<file path="src/rtl/spec_free_list_pkg.sv">
// Shared sizing, types and pointer arithmetic for the speculative physical-register free list.
package spec_free_list_pkg;

    localparam int SIZE_PHYSICAL_TABLE = 96;
    localparam int SIZE_PHYSICAL_LOG   = 7;
    localparam int SIZE_RMT            = 32;
    localparam int SIZE_FREE_LIST      = SIZE_PHYSICAL_TABLE - SIZE_RMT;
    localparam int SIZE_FREE_LIST_LOG  = 6;
    localparam int COMMIT_WIDTH        = 4;
    localparam int DISPATCH_WIDTH      = 4;

    typedef logic [SIZE_PHYSICAL_LOG-1:0]  phyTag_t;
    typedef logic [SIZE_FREE_LIST_LOG-1:0] flPtr_t;
    typedef logic [SIZE_FREE_LIST_LOG:0]   flCnt_t;

    localparam flCnt_t FL_DEPTH     = flCnt_t'(SIZE_FREE_LIST);
    localparam flCnt_t FL_MIN_AVAIL = flCnt_t'(DISPATCH_WIDTH);

    // Sum-and-conditional-subtract so depths that are not a power of two still wrap correctly.
    function automatic flPtr_t ptrAdd(input flPtr_t base, input logic [2:0] offset);
        flCnt_t sum;
        sum = flCnt_t'(base) + flCnt_t'(offset);
        if (sum >= FL_DEPTH) begin
            sum = sum - FL_DEPTH;
        end else begin
            sum = sum;
        end
        return sum[SIZE_FREE_LIST_LOG-1:0];
    endfunction

endpackage

</file>
<file path="src/rtl/spec_free_list_checker.sv">
// Run-time invariants for the free list: occupancy bound and pop compaction consistency.
module spec_free_list_checker
    import spec_free_list_pkg::*;
(
    input logic            clk,
    input logic            reset,
    input flCnt_t          countRaw,
    input logic [3:0]      reqVec,
    input logic [3:0][1:0] popOffsets,
    input logic [2:0]      reqCnt
);

    assert property (@(posedge clk) disable iff (!reset) countRaw <= FL_DEPTH);

    for (genvar k = 0; k < DISPATCH_WIDTH; k++) begin : gOffChk
        assert property (@(posedge clk) disable iff (!reset)
                         reqVec[k] |-> ({1'b0, popOffsets[k]} < reqCnt));
    end

endmodule

</file>
<file path="src/rtl/spec_free_list_compact4.sv">
// Four-slot compactor: prefix count of lower valid bits per slot, plus total valid count.
module free_list_compact4 (
    input  logic [3:0]      validVec,
    output logic [3:0][1:0] offsets,
    output logic [2:0]      total
);

    // Each slot lands at the number of valid slots below it.
    always_comb begin
        offsets[0] = 2'd0;
        offsets[1] = {1'b0, validVec[0]};
        offsets[2] = {1'b0, validVec[0]} + {1'b0, validVec[1]};
        offsets[3] = offsets[2] + {1'b0, validVec[2]};
        total      = {1'b0, offsets[3]} + {2'b00, validVec[3]};
    end

endmodule

</file>
<file path="src/rtl/spec_free_list.sv">
// Speculative physical-register free list: circular tag buffer, 4 pushes and 4 pops per cycle,
// single-cycle restore of the full free set on recovery.
module spec_free_list
    import spec_free_list_pkg::*;
(
    input  logic                          clk,
    input  logic                          reset,
    input  logic                          releasedValid0_i,
    input  logic                          releasedValid1_i,
    input  logic                          releasedValid2_i,
    input  logic                          releasedValid3_i,
    input  logic [SIZE_PHYSICAL_LOG-1:0]  releasedPhyMap0_i,
    input  logic [SIZE_PHYSICAL_LOG-1:0]  releasedPhyMap1_i,
    input  logic [SIZE_PHYSICAL_LOG-1:0]  releasedPhyMap2_i,
    input  logic [SIZE_PHYSICAL_LOG-1:0]  releasedPhyMap3_i,
    input  logic                          reqFreeReg0_i,
    input  logic                          reqFreeReg1_i,
    input  logic                          reqFreeReg2_i,
    input  logic                          reqFreeReg3_i,
    input  logic                          recoverFlag_i,
    output logic [SIZE_PHYSICAL_LOG-1:0]  freeReg0_o,
    output logic [SIZE_PHYSICAL_LOG-1:0]  freeReg1_o,
    output logic [SIZE_PHYSICAL_LOG-1:0]  freeReg2_o,
    output logic [SIZE_PHYSICAL_LOG-1:0]  freeReg3_o,
    output logic                          freeListEmpty_o,
    output logic [SIZE_FREE_LIST_LOG:0]   freeCount_o
);

    phyTag_t         buf_r [SIZE_FREE_LIST];
    flPtr_t          head_r;
    flPtr_t          tail_r;
    flCnt_t          count_r;
    logic            empty_r;

    flPtr_t          headNext_s;
    flPtr_t          tailNext_s;
    flCnt_t          countNext_s;
    flCnt_t          countRaw_s;
    logic            emptyNext_s;

    logic [3:0]      pushVec_s;
    logic [3:0]      reqVec_s;
    logic [3:0][1:0] pushOff_s;
    logic [3:0][1:0] popOff_s;
    logic [2:0]      pushCnt_s;
    logic [2:0]      reqCnt_s;
    logic [2:0]      popCnt_s;
    phyTag_t         relTag_s [COMMIT_WIDTH];
    flPtr_t          wrAddr_s [COMMIT_WIDTH];
    phyTag_t         rdTag_s  [DISPATCH_WIDTH];

    assign pushVec_s   = {releasedValid3_i, releasedValid2_i, releasedValid1_i, releasedValid0_i};
    assign reqVec_s    = {reqFreeReg3_i, reqFreeReg2_i, reqFreeReg1_i, reqFreeReg0_i};
    assign relTag_s[0] = releasedPhyMap0_i;
    assign relTag_s[1] = releasedPhyMap1_i;
    assign relTag_s[2] = releasedPhyMap2_i;
    assign relTag_s[3] = releasedPhyMap3_i;

    free_list_compact4 u_pushCompact (
        .validVec (pushVec_s),
        .offsets  (pushOff_s),
        .total    (pushCnt_s)
    );

    free_list_compact4 u_popCompact (
        .validVec (reqVec_s),
        .offsets  (popOff_s),
        .total    (reqCnt_s)
    );

    // Next pointers and occupancy; pops are dropped while stalled or recovering.
    always_comb begin
        if (empty_r || recoverFlag_i) begin
            popCnt_s = 3'd0;
        end else begin
            popCnt_s = reqCnt_s;
        end
        tailNext_s  = ptrAdd(tail_r, pushCnt_s);
        countRaw_s  = count_r + flCnt_t'(pushCnt_s) - flCnt_t'(popCnt_s);
        if (recoverFlag_i) begin
            headNext_s  = tailNext_s;
            countNext_s = FL_DEPTH;
        end else begin
            headNext_s  = ptrAdd(head_r, popCnt_s);
            countNext_s = countRaw_s;
        end
        emptyNext_s = (countNext_s < FL_MIN_AVAIL);
        for (int k = 0; k < COMMIT_WIDTH; k++) begin
            wrAddr_s[k] = ptrAdd(tail_r, {1'b0, pushOff_s[k]});
        end
    end

    // Pointer, occupancy and stall-flag registers.
    always_ff @(posedge clk or negedge reset) begin
        if (!reset) begin
            head_r  <= '0;
            tail_r  <= '0;
            count_r <= FL_DEPTH;
            empty_r <= 1'b0;
        end else begin
            head_r  <= headNext_s;
            tail_r  <= tailNext_s;
            count_r <= countNext_s;
            empty_r <= emptyNext_s;
        end
    end

    // Tag storage: reset holds every tag not in the architectural map.
    always_ff @(posedge clk or negedge reset) begin
        if (!reset) begin
            for (int i = 0; i < SIZE_FREE_LIST; i++) begin
                buf_r[i] <= phyTag_t'(SIZE_RMT + i);
            end
        end else begin
            for (int k = 0; k < COMMIT_WIDTH; k++) begin
                if (pushVec_s[k]) begin
                    buf_r[wrAddr_s[k]] <= relTag_s[k];
                end
            end
        end
    end

    // Candidate tags read straight from the registered head, each slot wrapping on its own.
    always_comb begin
        for (int k = 0; k < DISPATCH_WIDTH; k++) begin
            rdTag_s[k] = buf_r[ptrAdd(head_r, 3'(k))];
        end
    end

    assign freeReg0_o      = rdTag_s[0];
    assign freeReg1_o      = rdTag_s[1];
    assign freeReg2_o      = rdTag_s[2];
    assign freeReg3_o      = rdTag_s[3];
    assign freeListEmpty_o = empty_r;
    assign freeCount_o     = count_r;

    spec_free_list_checker u_checker (
        .clk        (clk),
        .reset      (reset),
        .countRaw   (countRaw_s),
        .reqVec     (reqVec_s),
        .popOffsets (popOff_s),
        .reqCnt     (reqCnt_s)
    );

endmodule

</file>
<file path="config.mk">
export PLATFORM = sky130hd
export DESIGN_NAME = spec_free_list
export DESIGN_NICKNAME = d
export VERILOG_FILES = /design/src/rtl/spec_free_list_pkg.sv /design/src/rtl/spec_free_list_checker.sv /design/src/rtl/spec_free_list_compact4.sv /design/src/rtl/spec_free_list.sv
export SDC_FILE = /design/constraint.sdc
export NUM_CORES = 2
export LEC_CHECK = 0
export CAP_MARGIN = 25
export CORE_MARGIN = 2
export CORE_UTILIZATION = 25
export CTS_CLUSTER_SIZE = 20
export DETAILED_ROUTE_END_ITERATION = 12
export GPL_ROUTABILITY_DRIVEN = 1
export PLACE_DENSITY = 0.46
export SLEW_MARGIN = 20
export SYNTH_ARGS = -nofsm -noshare
export SYNTH_HDL_FRONTEND = slang
export SYNTH_SLANG_ARGS = --single-unit
</file>
<file path="constraint.sdc">
create_clock -name clk -period 6.3 [get_ports clk]
set_input_delay 0.945 -clock clk [delete_from_list [all_inputs] [get_ports clk]]
set_output_delay 0.945 -clock clk [all_outputs]
set_load 0.02 [all_outputs]
</file>
Yosys cells after proc, flatten, opt, wreduce, memory -nomap -nowiden
Cells that the tools add are included.
W data, S select, Z words.

word-level totals
  flip-flop bits (word level) = 468
  input bits = 39
  output and inout bits = 36
  word-level logic and storage cells = 171

cells by class
  $add $sub $neg = 26
  magnitude comparators = 23
  multiplexer cells = 41
  bitwise operators = 8
  reductions and logical operators = 5

operators with widths
  operator               count
  $bwmux W448            4
  $mux W448              4
  $bmux W7 S6            4
  $demux W7 S6           4
  $ge A7 B7 Y1 const B   16
  $mux W7                13
  $mux W6                11
  $sub A6 B1 Y6 const B  10
  $not A6 Y7             8
  $lt A7 B1 Y1 const B   4
  $add A6 B2 Y7          2
  $add A6 B2 Y7 const B  2
  $add A6 B3 Y7          2
  $ge A6 B7 Y1 const B   2
  $add A6 B1 Y7          1
  $add A6 B1 Y7 const B  1
  $add A7 B3 Y7          1
  $lt A7 B3 Y1 const B   1
  $sub A7 B3 Y7          1
  $add A2 B1 Y3          2
  $add A1 B1 Y2          2
  $add A2 B1 Y2          2
  $logic_and A1 B1 Y1    4
  $mux W3                1
  $logic_or A1 B1 Y1     1

Depth between registers and ports, before layout
  word-level depth = 15
  gate-level depth with buffers = 16
  mapped depth without buffers = 14

Hierarchy
A second synthesis with hierarchy kept.

second synthesis, totals
  cell total of the unflattened synthesis = 5395
  area total of the unflattened synthesis = 49243.5 µm²

by module, submodules not included
  module              instances  cells an instance  area an instance (µm²)  sequential area each (µm²)
  spec_free_list      1          5367               49023.3                 11992.8
  free_list_compact4  2          14                 110.1                   0.0

Least setup slack after synthesis
Ideal clock, no wire load.

  kind = register to output
  start point = register head_r[0]
  end point = output port freeReg1_o[5]
  arrival = 3675 ps
  required time = 5355 ps
  path slack = 1680 ps
  cell stages (with the launch flop) = 15
  buffers on the path = 8
  cell sequence = dfrtp_1 > buf_2 > inv_1 > buf_2 > buf_2 > buf_2 > ha_1 > buf_2 > buf_2 > buf_2 > buf_4 > nand2_1 > o22ai_1 > nor4_1 > o311ai_0

on the way
  cells in the longest elaborated chain, start to end = 7
  elaborated cells between the ends (all ways) = 8
  those cells by class = add/sub (2); order compare (1); mux (4); bitwise (1)

RTL lines
  item                                            RTL line                                            RTL
  start: declaration                              spec_free_list.sv:30                                flPtr_t head_r;
  start signal: assignment                        spec_free_list.sv:101                               head_r <= headNext_s;
  $add A6 B1 Y7 (*)                               spec_free_list_pkg.sv:22                            sum = flCnt_t'(base) + flCnt_t'(offset);
  $sub A6 B1 Y6 or $ge A7 B7 Y1 (tied branches)   spec_free_list_pkg.sv:24, spec_free_list_pkg.sv:23
  $mux W6 (*)                                     spec_free_list_pkg.sv:23                            if (sum >= FL_DEPTH) begin
  $not A6 Y7 (implied by the code) (*)            spec_free_list.sv:126                               rdTag_s[k] = buf_r[ptrAdd(head_r, 3'(k))];
  $bmux W7 S6 (*)                                 spec_free_list.sv:126
  $mux W7 (implied by the code) (*) (2 in a row)  spec_free_list.sv:126
  end: declaration                                spec_free_list.sv:22                                output logic [SIZE_PHYSICAL_LOG-1:0] freeReg1_o,

Every way passes the cells marked *; elsewhere a longest branch is shown, timed or not. The select of a mux whose other input is x is not followed.

Worst setup path in the final report
  start point = register head_r[2]
  end point = output port freeReg1_o[1]

The elaborated chain is that of the path after synthesis.

==> impl_metrics.csv <==
group,metric,value,unit
grt,grt.total_usage,29.8,%
clocking,numCtsBuffers,70,
setup_path,cp.required,5.35,ns
setup_path,crit_chain,"buf_4 -> xor2_4 -> buf_4 -> mux4_2 -> o221ai_1 -> nand3_1 -> clkdlybuf4s50_1",
grt,overflow,0,
synthesis,ys_async_sr_fraction,100,%
setup_path,end_kind,"output pin",
floorplanning,io_pins,75,
min_path,hold_class,"input pin to async pin",
place,gp_congestion,1.05,
synthesis,synth_top_family_by_area,"multiplexers",
route,drt-total-wl,305000,um
route,wl_per_cell,38.3,um
route,vias_per_cell,6.65,
power_and_ir_drop,p_total,0.0409,W
setup_path,max_stage_delay,0.80,ns
grt,top_usage_layer,"met2",
run_status,failed_checks,"negative setup slack",
setup_path,cp_max_fo,37,
clocking,insertion_delay,0.74,ns
timing,fin_skew,0.0615,ns
cells_and_area,fill_cells,20200,
timing,max_freq,0.153,GHz
run_status,outcome,"finished, violations left",
clocking,ctsHoldBuffers,0,
clocking,clk_pin_slew,0.06,ns
grt,use_met2,42.4,%
setup_path,cp.arrival,5.61,ns
grt,grt_max_degree,134,
cells_and_area,final_cells,7962,
synthesis,synthMuxAreaShare,28.6,%
synthesis,synth_top_area_cell,"mux4_2",
setup_path,critPathSlowestCell,"o221ai_1",
route,drc,0,
run,maxCapViolCount,0,
synthesis,syn_area,48500,um2
synthesis,syn_nets,5610,
route,ant_nets,0,
route,drtIter0Drc,9059,
timing,fin_crit_sh,104,%
synthesis,synth_compound_area_share,20.8,%
synthesis,syn_area_per_cell,8.76,um2
power_and_ir_drop,p_switching,0.0220,W
synthesis,synth.distinct_cells,98,
synthesis,synth_warnings,0,
clocking,cts_buffer_depth,3,
place,port_buffers,74,
clocking,numClockSinks,468,
place,place_hpwl,205000,um
setup_path,worst_setup_path_start_kind,"flip-flop",
place,place_inst,7813,
power_and_ir_drop,peakVddDrop,474,uV
grt,use_met1,38.4,%
power_and_ir_drop,swShare,53.9,%
timing,final_max_slew_viol_count,0,
synthesis,ys_seq_elements,468,
power_and_ir_drop,p_seq_share,20.3,%
power_and_ir_drop,pwr-share-clk,10.3,%
setup_path,cp_common_cell,"buf_4",
route,num_vias,53000,
place,preCtsSetupSlack,0.732,ns
synthesis,synthFlopType,"dfrtp_1",
setup_path,critPathKind,"flip-flop to output pin",
cells_and_area,area_delta_synth_final,13.4,%
clocking,cts_resized,0,
grt,grt_pass1_vias,48400,
timing,setup_viol,2,
timing,relSlewSlack,21.2,%
synthesis,synthCells,5534,
synthesis,synth-adder-area-share,1.09,%
power_and_ir_drop,leakagePower,19.9,nW
cells_and_area,nNetsFinal,5440,
timing,tightest_slew,1.18,ns
floorplanning,initial_core_util,25.2,%
clocking,cts_tree,"yes",
timing,rsz0062_at_grt,"no",
grt,met3_usage,9.43,%
route,drt_pass1_iterations,8,
grt,antenna_found_initial,20,
synthesis,synthTopCellsByArea,"mux4_2 20%, dfrtp_1 13%, dfstp_2 12%, mux2i_1 7.8%, nand2_1 6.8%",
clocking,htree_levels,3,
floorplanning,dieWidth,444,um
floorplanning,die-height,444,um
synthesis,ys_seq_area_share,24.7,%
cells_and_area,drive_gt1_share,23.7,%
grt,grt_first_pass_wirelength,417000,um
synthesis,synth-edff-count,0,
timing,period_minus_slack,6.55,ns
cells_and_area,fin_util,28.6,%
power_and_ir_drop,power_frac_comb,69.4,%
floorplanning,fp.coreArea,193000,um2
timing,fin_ws,-0.251,ns
power_and_ir_drop,intPower,0.0188,W
floorplanning,die_area,197000,um2
floorplanning,rows,161,
clocking,cts_root_buf,"clkbuf_16",
timing,final_hold_viol_count,0,
clocking,cts_post_setup_buffers_inserted,0,
synthesis,synth_top_cell_area_share,19.8,%
synthesis,yosys.area_share.simple,18.1,%
power_and_ir_drop,power_density,744,nW/um2
synthesis,synth_xor_area_share,0.702,%
-- logic make-up (layout without fill, tap and decap cells) --
group	after synthesis	count (layout)
xor gates and xnor gates	35	35
muxes	842	842
adders and majority gates	37	37
buffers and inverters	673	561
AOI/OAI and AO/OA	1478	1478
other	0	14
DFF	468	468
and+or+nand+nor	2001	2001
-- layout make-up --
cell class	count	area, um2	share of cell area, %
Multi-Input combinational cell	4393	34000	61.8
Sequential cell	468	12000	21.8
Timing Repair Buffer	391	3330	6.06
Tap cell	2526	3160	5.75
Clock buffer	103	2030	3.69
Clock inverter	27	305	0.555
Inverter	40	150	0.273
Antenna cell	14	35.0	0.0637
-- final timing paths --
path / endpoint / slack [ns] / startpoint / cells after the start
max in group asynchronous: buf_r[315]$_DFF_PN0_ / 4.56 / reset / 2
hold / removal: buf_r[417]$_DFF_PN0_ / 0.23 / reset / 1
setup / recovery: freeReg1_o[1] / -0.25 / head_r[2]$_DFF_PN0_ / 7
hold reg to reg: freeCount_o[0]$_DFF_PN0_ / 0.64 / freeCount_o[0]$_DFF_PN0_ / 2
setup reg to reg: buf_r[422]$_DFF_PN0_ / 1.94 / tail_r[0]$_DFF_PN0_ / 8
min in group clk: freeCount_o[0]$_DFF_PN0_ / 0.64 / freeCount_o[0]$_DFF_PN0_ / 2
-- routing by layer --
metal  vias to the layer above  routed length (um)
met1                     26500              115000
met5                         -                  53
met3                       997               40000
li1                      21000                   -
met2                      4505              126000
met4                         8               24500
-- power by group through the flow --
stage,Combinational [W],Sequential [W],Clock (W)
after CTS,0.0272,0.00805,0.00425
after detailed placement,0.0270,0.00806,0
after floorplan,0.0170,0.00619,0
after global routing,0.0290,0.00828,0.00433
final,0.0284,0.00830,0.00423
after global placement,0.0269,0.00806,0
-- synth_stat cells, types with 163 or more instances --
cell type and instances:
o21ai_0 301, o311ai_0 208, dfrtp_1 243, mux2i_1 376, dfstp_2 225, clkbuf_1 394, nor2_1 489, o211ai_1 192
nand2_1 872, buf_2 163, mux4_2 426, a31oi_1 390, nand3_1 326
-- state kept, by name (all words and copies together) (netlist names) --
register and flops:
tail_r 6, freeCount_o 7, head_r 6, freeListEmpty_o 1, buf_r 448
-- worst max-delay path: cells and delay by family, from the launching register on --
family,cells,cell delay (ns)
xor gates and xnor gates,1,0.45
DFF,1,0.54
muxes,1,0.43
and+or+nand+nor,1,0.69
AOI/OAI and AO/OA,1,0.80
buffers and inverters,3,1.90
-- cells in the final DEF (no fill, tap or decap), types with 27 or more instances in the layout --
master	netlist	routed
o211ai_1	192	192
dfrtp_1	243	238
mux4_2	426	426
mux2i_1	376	376
nor3_1	95	83
nand2_1	872	872
a221o_1	43	43
clkdlybuf4s50_1	0	36
a22oi_1	53	53
clkbuf_16	0	71
buf_4	26	323
o21ai_0	301	296
mux2_2	35	35
a21oi_1	73	70
dfstp_2	225	225
inv_1	35	34
nand2b_1	32	32
nand4_1	27	27
o311ai_0	208	207
a211oi_1	56	56
o22ai_1	30	30
nor2_1	489	486
a31oi_1	390	390
nand3_1	326	326
-- per-stage QoR --
step / hold WS (ns) / area (um2) / TNS (ns)
floorplan: 0.621 / 48500 / 0
global placement: 0.609 / 52500 / 0
detailed placement: 0.625 / 52600 / 0
CTS: 0.236 / 54900 / 0
global route: 0.280 / 55000 / 0
finish: 0.230 / 55000 / -0.271
No activity file was read; power rests on OpenSTA's default activity.
